File: config.mk
export PLATFORM = sky130hd
export DESIGN_NAME = mem_access_unit
export DESIGN_NICKNAME = d
export VERILOG_FILES = /design/src/rtl/mem_access_unit.sv
export SDC_FILE = /design/constraint.sdc
export NUM_CORES = 1
export LEC_CHECK = 0
export ABC_CLOCK_PERIOD_IN_PS = 1870
export CAP_MARGIN = 10
export CORE_AREA = 8 8 112 114
export CTS_CLUSTER_DIAMETER = 100
export DETAILED_ROUTE_END_ITERATION = 6
export DIE_AREA = 0 0 120 122
export PLACE_DENSITY = 0.79
export SLEW_MARGIN = 20
export SYNTH_ARGS = -nofsm -noshare
export SYNTH_HDL_FRONTEND = slang
export SYNTH_SLANG_ARGS = --single-unit
File: constraint.sdc
create_clock -name clk -period 1.87 [get_ports clk]
set_input_delay 0.374 -clock clk [delete_from_list [all_inputs] [get_ports clk]]
set_output_delay 0.374 -clock clk [all_outputs]
set_load 0.02 [all_outputs]
File: src/rtl/mem_access_unit.sv
// mem_access_unit: MEM-stage load/store initiator for the pipelined MIPS core.
// Runs one req/ack transaction per load/store against a byte-addressed,
// big-endian data memory, builds byte-lane enables and replicated store data,
// extracts and extends load data, and stalls the pipeline while busy.
// Misaligned accesses and unanswered requests end in one-cycle error pulses.
module mem_access_unit #(
  parameter int ADDR_W      = 10,
  parameter int ACK_TIMEOUT = 16
) (
  input  logic              clk,
  input  logic              rst_n,
  input  logic [31:0]       EXE_MEM_Result,
  input  logic [31:0]       EXE_MEM_Rt,
  input  logic              MemRead,
  input  logic              MemWrite,
  input  logic [1:0]        MemSize,
  input  logic              MemSigned,
  output logic              mem_req,
  output logic              mem_we,
  output logic [ADDR_W-1:0] mem_addr,
  output logic [31:0]       mem_wdata,
  output logic [3:0]        mem_be,
  input  logic [31:0]       mem_rdata,
  input  logic              mem_ack,
  output logic [31:0]       MEM_Result,
  output logic              mem_stall,
  output logic              mem_misaligned,
  output logic              mem_timeout
);

  // The counter only has to reach ACK_TIMEOUT-1, the index of the last BUSY cycle.
  localparam int CNT_W = (ACK_TIMEOUT < 2) ? 1 : $clog2(ACK_TIMEOUT);

  typedef enum logic [1:0] {
    IDLE = 2'd0,
    BUSY = 2'd1,
    DONE = 2'd2
  } state_e;

  state_e            state_q, state_d;
  logic              req_q;
  logic              we_q;
  logic [ADDR_W-1:0] addr_q;
  logic [31:0]       wdata_q;
  logic [3:0]        be_q;
  logic [1:0]        size_q;
  logic [1:0]        off_q;
  logic              signed_q;
  logic [31:0]       result_q;
  logic              misaligned_q;
  logic              timeout_q;
  logic [CNT_W-1:0]  cnt_q;

  logic              opValid;
  logic [1:0]        offset;
  logic              misaligned;
  logic              lastBusy;
  logic [3:0]        be_d;
  logic [31:0]       wdata_d;
  logic [31:0]       loadData;
  logic [7:0]        byteSel;
  logic [15:0]       halfSel;

  // Address bits above the memory window are deliberately ignored.
  logic unusedAddrBits;
  assign unusedAddrBits = ^EXE_MEM_Result[31:ADDR_W];

  assign opValid  = MemRead | MemWrite;
  assign offset   = EXE_MEM_Result[1:0];
  assign lastBusy = (cnt_q == CNT_W'(ACK_TIMEOUT - 1));

  // Halfwords need an even address, words (size 10 or 11) a multiple of four.
  always_comb begin
    misaligned = 1'b0;
    if (MemSize == 2'b01) begin
      misaligned = offset[0];
    end else if (MemSize[1]) begin
      misaligned = (offset != 2'b00);
    end
  end

  // Byte enables and lane-replicated store data for the incoming op.
  always_comb begin
    be_d    = 4'b1111;
    wdata_d = EXE_MEM_Rt;
    case (MemSize)
      2'b00: begin
        be_d    = 4'b1000 >> offset;
        wdata_d = {4{EXE_MEM_Rt[7:0]}};
      end
      2'b01: begin
        be_d    = offset[1] ? 4'b0011 : 4'b1100;
        wdata_d = {2{EXE_MEM_Rt[15:0]}};
      end
      default: begin
        be_d    = 4'b1111;
        wdata_d = EXE_MEM_Rt;
      end
    endcase
  end

  // Pick the addressed big-endian field from the read word and extend it.
  always_comb begin
    byteSel  = mem_rdata[31:24];
    halfSel  = mem_rdata[31:16];
    loadData = mem_rdata;
    case (off_q)
      2'd0:    byteSel = mem_rdata[31:24];
      2'd1:    byteSel = mem_rdata[23:16];
      2'd2:    byteSel = mem_rdata[15:8];
      default: byteSel = mem_rdata[7:0];
    endcase
    halfSel = off_q[1] ? mem_rdata[15:0] : mem_rdata[31:16];
    case (size_q)
      2'b00:   loadData = {{24{signed_q & byteSel[7]}}, byteSel};
      2'b01:   loadData = {{16{signed_q & halfSel[15]}}, halfSel};
      default: loadData = mem_rdata;
    endcase
  end

  // State register.
  always_ff @(posedge clk or negedge rst_n) begin
    if (!rst_n) begin
      state_q <= IDLE;
    end else begin
      state_q <= state_d;
    end
  end

  // Next-state logic: an ack in the final BUSY cycle wins over the timeout.
  always_comb begin
    state_d = state_q;
    case (state_q)
      IDLE: begin
        if (opValid) begin
          state_d = misaligned ? DONE : BUSY;
        end
      end
      BUSY: begin
        if (mem_ack || lastBusy) begin
          state_d = DONE;
        end
      end
      DONE:    state_d = IDLE;
      default: state_d = IDLE;
    endcase
  end

  // Stall while an op waits in IDLE (including its misaligned detect cycle) or is in flight.
  always_comb begin
    mem_stall = ((state_q == IDLE) && opValid) || (state_q == BUSY);
  end

  // Transaction registers: latch the request on issue, retire it on ack or timeout.
  always_ff @(posedge clk or negedge rst_n) begin
    if (!rst_n) begin
      req_q        <= 1'b0;
      we_q         <= 1'b0;
      addr_q       <= '0;
      wdata_q      <= '0;
      be_q         <= '0;
      size_q       <= '0;
      off_q        <= '0;
      signed_q     <= 1'b0;
      result_q     <= '0;
      misaligned_q <= 1'b0;
      timeout_q    <= 1'b0;
      cnt_q        <= '0;
    end else begin
      misaligned_q <= 1'b0;
      timeout_q    <= 1'b0;
      case (state_q)
        IDLE: begin
          if (opValid && misaligned) begin
            misaligned_q <= 1'b1;
          end else if (opValid) begin
            req_q    <= 1'b1;
            we_q     <= MemWrite;
            addr_q   <= {EXE_MEM_Result[ADDR_W-1:2], 2'b00};
            wdata_q  <= wdata_d;
            be_q     <= be_d;
            size_q   <= MemSize;
            off_q    <= offset;
            signed_q <= MemSigned;
            cnt_q    <= '0;
          end
        end
        BUSY: begin
          if (mem_ack) begin
            req_q <= 1'b0;
            cnt_q <= '0;
            if (!we_q) begin
              result_q <= loadData;
            end
          end else if (lastBusy) begin
            req_q     <= 1'b0;
            cnt_q     <= '0;
            timeout_q <= 1'b1;
          end else begin
            cnt_q <= cnt_q + 1'b1;
          end
        end
        default: begin
        end
      endcase
    end
  end

  assign mem_req        = req_q;
  assign mem_we         = we_q;
  assign mem_addr       = addr_q;
  assign mem_wdata      = wdata_q;
  assign mem_be         = be_q;
  assign MEM_Result     = result_q;
  assign mem_misaligned = misaligned_q;
  assign mem_timeout    = timeout_q;

endmodule

# After elaboration in Yosys (flattened, before gate mapping)
# Cells that the tools add are included.
# word_totals
word_cells,72
regBits,91
out_inout_bits,83
in_bits,104
# op_classes
add_sub_neg,1
n_eq_ne,10
bitwise,5
shifts,1
reduce_logical,15
n_mux,27
# op_table
cell,n
case mux 32 bit (2 select lines),2
case mux 8 bit (3 select lines),1
2-to-1 mux 4 bit,5
2-to-1 mux 16 bit,1
case mux 4 bit (2 select lines),2
2-to-1 mux 1 bit,11
AND reduction 3 bit,3
equality test 2 x 1 -> 1 bit (second input constant),4
logical NOT 2 bit,4
2-to-1 mux 2 bit,3
inequality test 2 bit (second input constant),3
adder 4 x 1 -> 4 bit (second input constant),1
equality test 4 bit (second input constant),1
case mux 2 bit (2 select lines),1
AND reduction 4 bit,1
nonzero test 2 bit,2
right shift 4 x 2 -> 4 bit (first input constant),1
inequality test 3 bit (second input constant),1
AND 1 bit,2
equality test 2 bit (second input constant),1
logical AND 1 bit,2
logical OR 1 bit,2
inverter 1 bit,2
case mux 1 bit (2 select lines),1
other kinds (2),2

# Logic depth before layout (Yosys ltp)
# Gate-level depths: netlist of run 1.
# logic_depth
ltp_word,6
mapped_depth,7

# Worst setup path after synthesis of run 1
# OpenSTA, ideal clock, no wires.
# synth_timing
path_kind,input-to-reg
start,input MemWrite
end,register addr_q[2] (netlist: mem_addr[2])
setup_slack_ns,0.334
t_arrival_ns,1.411
path_buffers,2
path_stages,5
setup_ns,0.125
cell_sequence,or2_2 clkbuf_1 nand4_2 buf_4 mux2_2
# synth_via
elab_chain_len,4
# synth_lines
item,line,rtl
"start, declared",15,"input logic MemWrite,"
bitwise OR 1 bit *,68,assign opValid = MemRead | MemWrite;
logical AND 1 bit,174,if (opValid && misaligned) begin
inverter 1 bit (no line),n/a,
AND reduction 3 bit (no line) *,n/a,
"end signal, assigned",179,"addr_q <= {EXE_MEM_Result[ADDR_W-1:2], 2'b00};"
"end, declared",43,logic [ADDR_W-1:0] addr_q;
# Every way passes the cells marked *; elsewhere a longest branch is shown, timed or not.
# A chain may end at the register's enable or synchronous reset.

# Worst setup path in the final report of run 1
# layout_timing
start,input MemRead
end,output mem_stall
# layout_via
elab_chain_len,3
# layout_lines
item,line,rtl
"start, declared",14,"input logic MemRead,"
bitwise OR 1 bit,68,
logical AND 1 bit,151,mem_stall = ((state_q == IDLE) && opValid) || (state_q == BUSY);
logical OR 1 bit,151,
"end, declared",26,"output logic mem_stall,"
# Every way passes these cells.

==> impl_metrics.sql, run 1 <==
INSERT INTO impl_metrics (metric_group, metric, value, unit) VALUES
('status', 'status', 'complete, no violations', ''),
('logic_synthesis', 'postSynthCellCount', '442', ''),
('drt', 'post-route-drc-count', '0', ''),
('sta', 'timing.final.setup_violations', '0', ''),
('critical_path', 'critPathTopFamily', 'buffers and inverters', ''),
('die', 'fp-row-count', '38', ''),
('run', 'maxCapViolations', '0', ''),
('clock_network', 'clk_pin_slew_worst_paths', '0.09', 'ns'),
('sta', 'fin_worst_skew', '0.00432', 'ns'),
('drt', 'detail_route.wirelength.met1', '5570', 'µm'),
('die', 'io_pins', '187', ''),
('die', 'floorplan.die.height', '122', 'µm'),
('clock_network', 'htree_num_levels', '3', ''),
('die', 'initial_util', '0.424', ''),
('logic_synthesis', 'synthDistinctLibCells', '46', ''),
('sta', 'max_slew.worst_pin.slew', '0.593', 'ns'),
('clock_network', 'postCtsSetupRepairBufs', '0', ''),
('sta', 'grt_setup_unrepaired', 'no', ''),
('logic_synthesis', 'synth_edf_count', '0', ''),
('sta', 'final.period_utilization', '0.978', ''),
('drt', 'post_drt_via_cell_ratio', '5.40', ''),
('drt', 'route.top_layer_used', 'met4', ''),
('final_layout', 'synthToLayoutAreaGrowth', '48.6', '%'),
('clock_network', 'worstSkewPairLatency', '0.35', 'ns'),
('critical_path', 'timing.critical_path.to_type', 'output port', ''),
('critical_path', 'crit_path_top_delay_cell', 'clkdlybuf4s50_1', ''),
('drt', 'ant_nets', '0', ''),
('pwr', 'p_leak', '2.80', 'nW'),
('logic_synthesis', 'fraction_of_synthesis_flops_using_an_asynchronous_set_or_reset_pin', '1.00', ''),
('drt', 'met3_length', '1670', 'µm'),
('sta', 'timing_max_transition_violations_final', '0', ''),
('final_layout', 'drive_above_1_share', '0.170', ''),
('logic_synthesis', 'synth_common_cells', '91 x dfrtp_1, 48 x nand2_1, 47 x a21oi_1', ''),
('placed_design', 'port-buffer-count', '162', ''),
('critical_path', 'timing.critical_path.cells', 'clkdlybuf4s50_1 > or2_2 > o21a_1 > buf_2', ''),
('die', 'die_w', '120', 'µm'),
('min_path', 'hp-class', 'in -> async', ''),
('drt', 'num_vias', '4150', ''),
('clock_network', 'cts-root-to-sink-buffers', '2', ''),
('logic_synthesis', 'yosys.area.top_type', 'dfrtp_1', ''),
('final_layout', 'postLayoutCellArea', '6750', 'µm²'),
('logic_synthesis', 'mappedNetlistArea', '4540', 'µm²'),
('clock_network', 'cts_sinks', '91', ''),
('sta', 'timing.slew.headroom', '0.604', ''),
('sta', 'period_needed', '1.83', 'ns'),
('global_routing', 'grt_antenna_before_repair', '0', ''),
('drt', 'route.final.wire_length', '14500', 'µm'),
('global_routing', 'track_usage', '0.196', ''),
('critical_path', 'worst_ep_arrival_time', '1.46', 'ns'),
('drt', 'detail_route.first_pass.iterations', '4', ''),
('clock_network', 'cts_tree', 'done', ''),
('pwr', 'pwr_density_cell', '1570', 'nW/µm²'),
('final_layout', 'n_antenna_cell', '0', ''),
('sta', 'hold_violations', '0', ''),
('global_routing', 'grt_overflow', '0', ''),
('clock_network', 'clock_tree_root', 'clkbuf_8', ''),
('logic_synthesis', 'yosysSeqAreaShare', '0.502', ''),
('pwr', 'ir_worst_vdd', '0.888', 'mV'),
('placed_design', 'dpl_cell_area', '6550', 'µm²'),
('sta', 'fmax', '547', 'MHz'),
('critical_path', 'criticalPathCategory', 'in -> out', ''),
('logic_synthesis', 'post_synth.cell_area_avg', '10.3', 'µm²'),
('clock_network', 'cts_buffer_count', '9', ''),
('critical_path', 'critPathRequiredTime', '1.50', 'ns'),
('logic_synthesis', 'postSynthRegisterBits', '91', ''),
('die', 'dieArea', '14600', 'µm²'),
('placed_design', 'dp_cells', '751', ''),
('global_routing', 'grt_pass1_vias', '4497', ''),
('logic_synthesis', 'yosysTopAreaCellShare', '0.502', ''),
('critical_path', 'cpPeakStageDelay', '0.43', 'ns'),
('final_layout', 'design.final.nets', '728', '');
==> power by group <==
group	internal [mW]	switching (mW)	leakage [nW]
clock network	0.655	0.705	0.0926
logic	2.77	2.96	1.62
registers	2.87	0.631	1.09
==> registers in the layout, indices dropped and copies added (netlist names), 2 cells and up <==
name / count
off_q: 2
mem_wdata: 32
mem_be: 4
size_q: 2
MEM_Result: 32
state_q: 2
cnt_q: 4
mem_addr: 8
==> cells by family after synthesis <==
logic type | after synthesis | share of synthesized area
flip-flops | 91 | 0.502
other | 1 | 0.000826
adder cells (fa/ha/maj) | 1 | 0.00276
buffers and inverters | 40 | 0.0455
AO/OA/AOI/OAI | 155 | 0.212
AND/OR/NAND/NOR | 99 | 0.109
multiplexers | 55 | 0.128
==> worst reg2reg max path, delay by kind of cell, from the launching register on <==
kind | cells | cell delay, ns
and+or+nand+nor | 1 | 0.31
buffers and inverters | 2 | 0.40
DFF | 1 | 0.43
AOI/OAI and AO/OA | 3 | 0.51
==> area by class of cell <==
class	instances	area, µm²
Fill cell	868	3950
Sequential cell	91	2280
Multi-Input combinational cell	312	2080
Timing Repair Buffer	205	2000
Tap cell	140	175
Clock buffer	12	145
Clock inverter	4	50.0
Inverter	4	15.0
==> cell usage in the layout, fill, tap and decap left out, drive strengths merged, types with 2 or more instances in the layout <==
cell type | Yosys | layout
o211ai | 16 | 16
o22ai | 2 | 2
conb | 1 | 2
a31oi | 5 | 5
clkdlybuf4s50 | 0 | 160
or3 | 3 | 3
nor2 | 26 | 26
and2 | 2 | 2
o221ai | 6 | 6
a211oi | 6 | 6
a22o | 6 | 6
dfrtp | 91 | 91
buf | 25 | 44
inv | 4 | 4
a21oi | 47 | 47
or2 | 2 | 2
or3b | 2 | 2
mux2i | 29 | 29
nand2 | 48 | 48
clkbuf | 11 | 12
mux2 | 26 | 26
o21ai | 57 | 57
nor3 | 5 | 5
clkinvlp | 0 | 2
nand3 | 3 | 3
nor3b | 3 | 3
a22oi | 5 | 5
==> path summary, 6_finish.rpt <==
check | startpoint | endpoint | slack (ns) | cells after the start
setup / recovery | MemRead | mem_stall | 0.04 | 4
hold / removal | rst_n | MEM_Result[17]$_DFFE_PN0P_ | 0.47 | 2
setup reg to reg | state_q[1]$_DFFE_PN0P_ | MEM_Result[2]$_DFFE_PN0P_ | 0.11 | 6
hold reg to reg | mem_wdata[27]$_DFFE_PN0P_ | mem_wdata[27]$_DFFE_PN0P_ | 0.48 | 2
max in group asynchronous | rst_n | mem_wdata[2]$_DFFE_PN0P_ | 0.80 | 3
min in group clk | mem_wdata[27]$_DFFE_PN0P_ | mem_wdata[27]$_DFFE_PN0P_ | 0.48 | 2
==> stage by stage <==
stage | total power, mW | TNS, ns | setup slack, ns | hold WS [ns]
global route | 11.2 | 0 | 0.00301 | 0.501
floorplan | 6.50 | 0 | 0.334 | 0.0784
finish | 10.6 | 0 | 0.0409 | 0.472
CTS | 10.7 | 0 | 0.0222 | 0.469
detailed placement | 9.29 | -9.61 | -0.347 | 0.319
global placement | 9.12 | -5.22 | -0.323 | 0.311
==> routing by layer <==
metal | track usage | vias to the layer above
met5 | 0 | -
met3 | 0.0925 | 15
met2 | 0.333 | 162
li1 | - | 1967
met1 | 0.216 | 2006
met4 | 0.0601 | 0
==> repair_timing <==
action	in CTS	in global routing
resized for setup	4	0
hold buffers	1	0
hold endpoints to repair	25	0
setup endpoints to repair	1	0
(Power assumes the default switching activity.)
==> run 2, diff against run 1 <==
--- a/config.mk
+++ b/config.mk
@@ -11,7 +11,8 @@
 export CTS_CLUSTER_DIAMETER = 100
 export DETAILED_ROUTE_END_ITERATION = 6
 export DIE_AREA = 0 0 120 122
-export PLACE_DENSITY = 0.79
+export HOLD_SLACK_MARGIN = 0.15
+export PLACE_DENSITY = 0.88
 export SLEW_MARGIN = 20
 export SYNTH_ARGS = -nofsm -noshare
 export SYNTH_HDL_FRONTEND = slang
==> impl_metrics.sql, run 2 (synthesis results as in run 1) <==
INSERT INTO impl_metrics (metric_group, metric, value, unit) VALUES
('sta', 'final.period_utilization', '0.978', ''),
('clock_network', 'cts_tree', 'done', ''),
('run', 'maxCapViolations', '0', ''),
('drt', 'route.detailed.wl_per_inst', '19.0', 'µm'),
('drt', 'route.final.wire_length', '14600', 'µm'),
('clock_network', 'cts_sinks', '91', ''),
('die', 'floorplan.die.height', '122', 'µm'),
('global_routing', 'maximum_number_of_pins_on_one_net_before_global_route_repair', '52', ''),
('drt', 'ant_nets', '0', ''),
('critical_path', 'critPathRequiredTime', '1.50', 'ns'),
('placed_design', 'place.gp.congestion', '0.892', ''),
('final_layout', 'drive_above_1_share', '0.174', ''),
('placed_design', 'place_hpwl', '11300', 'µm'),
('critical_path', 'critical_path.reg2reg.startpoint', 'state_q[0]$_DFFE_PN0P_', ''),
('sta', 'period_needed', '1.83', 'ns'),
('drt', 'drt_iter0_drc', '267', ''),
('sta', 'fmax', '547', 'MHz'),
('final_layout', 'design.final.nets', '728', ''),
('min_path', 'hp-class', 'in -> async', ''),
('clock_network', 'cts-root-to-sink-buffers', '2', ''),
('global_routing', 'track_usage', '0.198', ''),
('sta', 'grt_setup_unrepaired', 'no', ''),
('final_layout', 'mostFrequentLayoutCell', 'clkdlybuf4s50_1', ''),
('final_layout', 'synthToLayoutAreaGrowth', '49.6', '%'),
('final_layout', 'postLayoutCellArea', '6790', 'µm²'),
('pwr', 'pwr_density_cell', '1590', 'nW/µm²'),
('critical_path', 'critical_path_peak_fanout', '2', ''),
('critical_path', 'reg_to_reg_slack_setup', '0.18', 'ns'),
('sta', 'timing.final.setup_violations', '0', ''),
('final_layout', 'n_antenna_cell', '0', ''),
('critical_path', 'criticalPathCategory', 'in -> out', ''),
('global_routing', 'grt_first_pass_wirelength', '23400', 'µm'),
('final_layout', 'layout_common_cells', '159 x clkdlybuf4s50_1, 91 x dfrtp_1, 48 x nand2_1', ''),
('status', 'status', 'complete, no violations', ''),
('pwr', 'finalPower', '10.8', 'mW'),
('sta', 'fin_worst_skew', '0.0156', 'ns'),
('die', 'io_pins', '187', ''),
('critical_path', 'worst_ep_arrival_time', '1.45', 'ns'),
('clock_network', 'htree_num_levels', '3', ''),
('die', 'core', '10700', 'µm²'),
('die', 'die_w', '120', 'µm'),
('critical_path', 'timing.critical_path.to_type', 'output port', ''),
('sta', 'timing_max_transition_violations_final', '0', ''),
('drt', 'num_vias', '4247', ''),
('pwr', 'p_leak', '2.84', 'nW'),
('clock_network', 'clk_pin_slew_worst_paths', '0.09', 'ns'),
('clock_network', 'worstSkewPairLatency', '0.36', 'ns'),
('critical_path', 'rr_worst_depth', '7', ''),
('drt', 'post-route-drc-count', '0', ''),
('placed_design', 'port-buffer-count', '162', ''),
('critical_path', 'r2r-end', 'mem_wdata[31]$_DFFE_PN0P_', ''),
('drt', 'detail_route.first_pass.iterations', '4', ''),
('clock_network', 'cts_buffer_count', '9', ''),
('sta', 'timing.slew.headroom', '0.618', ''),
('final_layout', 'nFillCells', '818', ''),
('pwr', 'ir_worst_vdd', '1.04', 'mV'),
('placed_design', 'dpl_cell_area', '6530', 'µm²'),
('global_routing', 'grt_antenna_before_repair', '0', ''),
('sta', 'hold_violations', '0', ''),
('global_routing', 'grt_overflow', '0', ''),
('die', 'dieArea', '14600', 'µm²'),
('die', 'initial_util', '0.424', ''),
('drt', 'post_drt_via_cell_ratio', '5.53', ''),
('clock_network', 'clock_tree_root', 'clkbuf_8', ''),
('die', 'fp-row-count', '38', ''),
('critical_path', 'worstSetupStartpointType', 'input port', ''),
('sta', 'max_slew.worst_pin.slew', '0.572', 'ns'),
('global_routing', 'grt_pass1_vias', '4665', '');
[run 2: changes by cell type in the layout (fill, tap and decap cells not counted), sizes merged]
cell,change
clkinv,+2
dlymetal6s2s,+1
bufinv,+1
clkbuf,-2
inv,+1
clkinvlp,-2
clkdlybuf4s50,-1
[run 2: per-stage QoR]
stage | setup TNS [ns] | setup WS, ns | utilization | hold slack [ns] | std cells
5_1_grt | 0 | 0.00604 | 0.635 | 0.457 | 768
3_3_place_gp | -9.59 | -0.346 | 0.611 | 0.280 | 749
3_5_place_dp | -13.67 | -0.480 | 0.611 | 0.297 | 749
4_1_cts | 0 | 0.0144 | 0.635 | 0.433 | 768
6_report | 0 | 0.0414 | 0.635 | 0.450 | 768
2_1_floorplan | 0 | 0.334 | - | 0.0784 | 443
[run 2: per-layer routing]
| metal | vias up | global-route usage | routed length, µm |
|---|---|---|---|
| met3 | 30 | 0.0963 | 1820 |
| met2 | 229 | 0.336 | 7040 |
| met1 | 2026 | 0.212 | 5440 |
| met5 | - | 0 | 0 |
| li1 | 1962 | - | - |
| met4 | 0 | 0.0695 | 306 |
[run 2: timing repair]
action / CTS / global route
resized for setup: 4 / 1
setup buffers: 2 / 0
hold buffers: 1 / 0
endpoints found under the hold margin: 20 / 0
pin swaps: 1 / 0
gates cloned: 0 / 0
setup endpoints to repair: 17 / 1
[run 2: critical path: stages]
cell and delay, ns:
clkdlybuf4s50_1 0.43, or2_2 0.32, o21a_1 0.18, buf_2 0.16
[run 2: report_power, final]
part | switching [mW] | leakage (nW) | total (mW) | internal, mW
logic | 3.02 | 1.63 | 5.82 | 2.81
registers | 0.636 | 1.09 | 3.51 | 2.87
clock network | 0.701 | 0.117 | 1.49 | 0.792
[run 2: worst max-delay path by stage]
| stage | startpoint | endpoint | slack, ns |
|---|---|---|---|
| detailed placement | mem_rdata[15] | MEM_Result[18]$_DFFE_PN0P_ | -0.48 |
| global placement | mem_rdata[15] | MEM_Result[21]$_DFFE_PN0P_ | -0.35 |
| finish | MemWrite | mem_stall | 0.04 |
| CTS | mem_we$_DFFE_PN0P_ | mem_we | 0.01 |
| global route | MemWrite | mem_stall | 0.006 |
| floorplan | MemWrite | mem_addr[2]$_DFFE_PN0P_ | 0.33 |
[run 2: cell type report]
type | count | area [µm²] | area share
timing repair buffer | 205 | 2020 | 0.297
inverter | 4 | 15.0 | 0.00221
tap | 140 | 175 | 0.0258
multi-input combinational | 312 | 2080 | 0.307
clock buffer | 10 | 138 | 0.0203
sequential | 91 | 2280 | 0.335
clock inverter | 6 | 87.6 | 0.0129
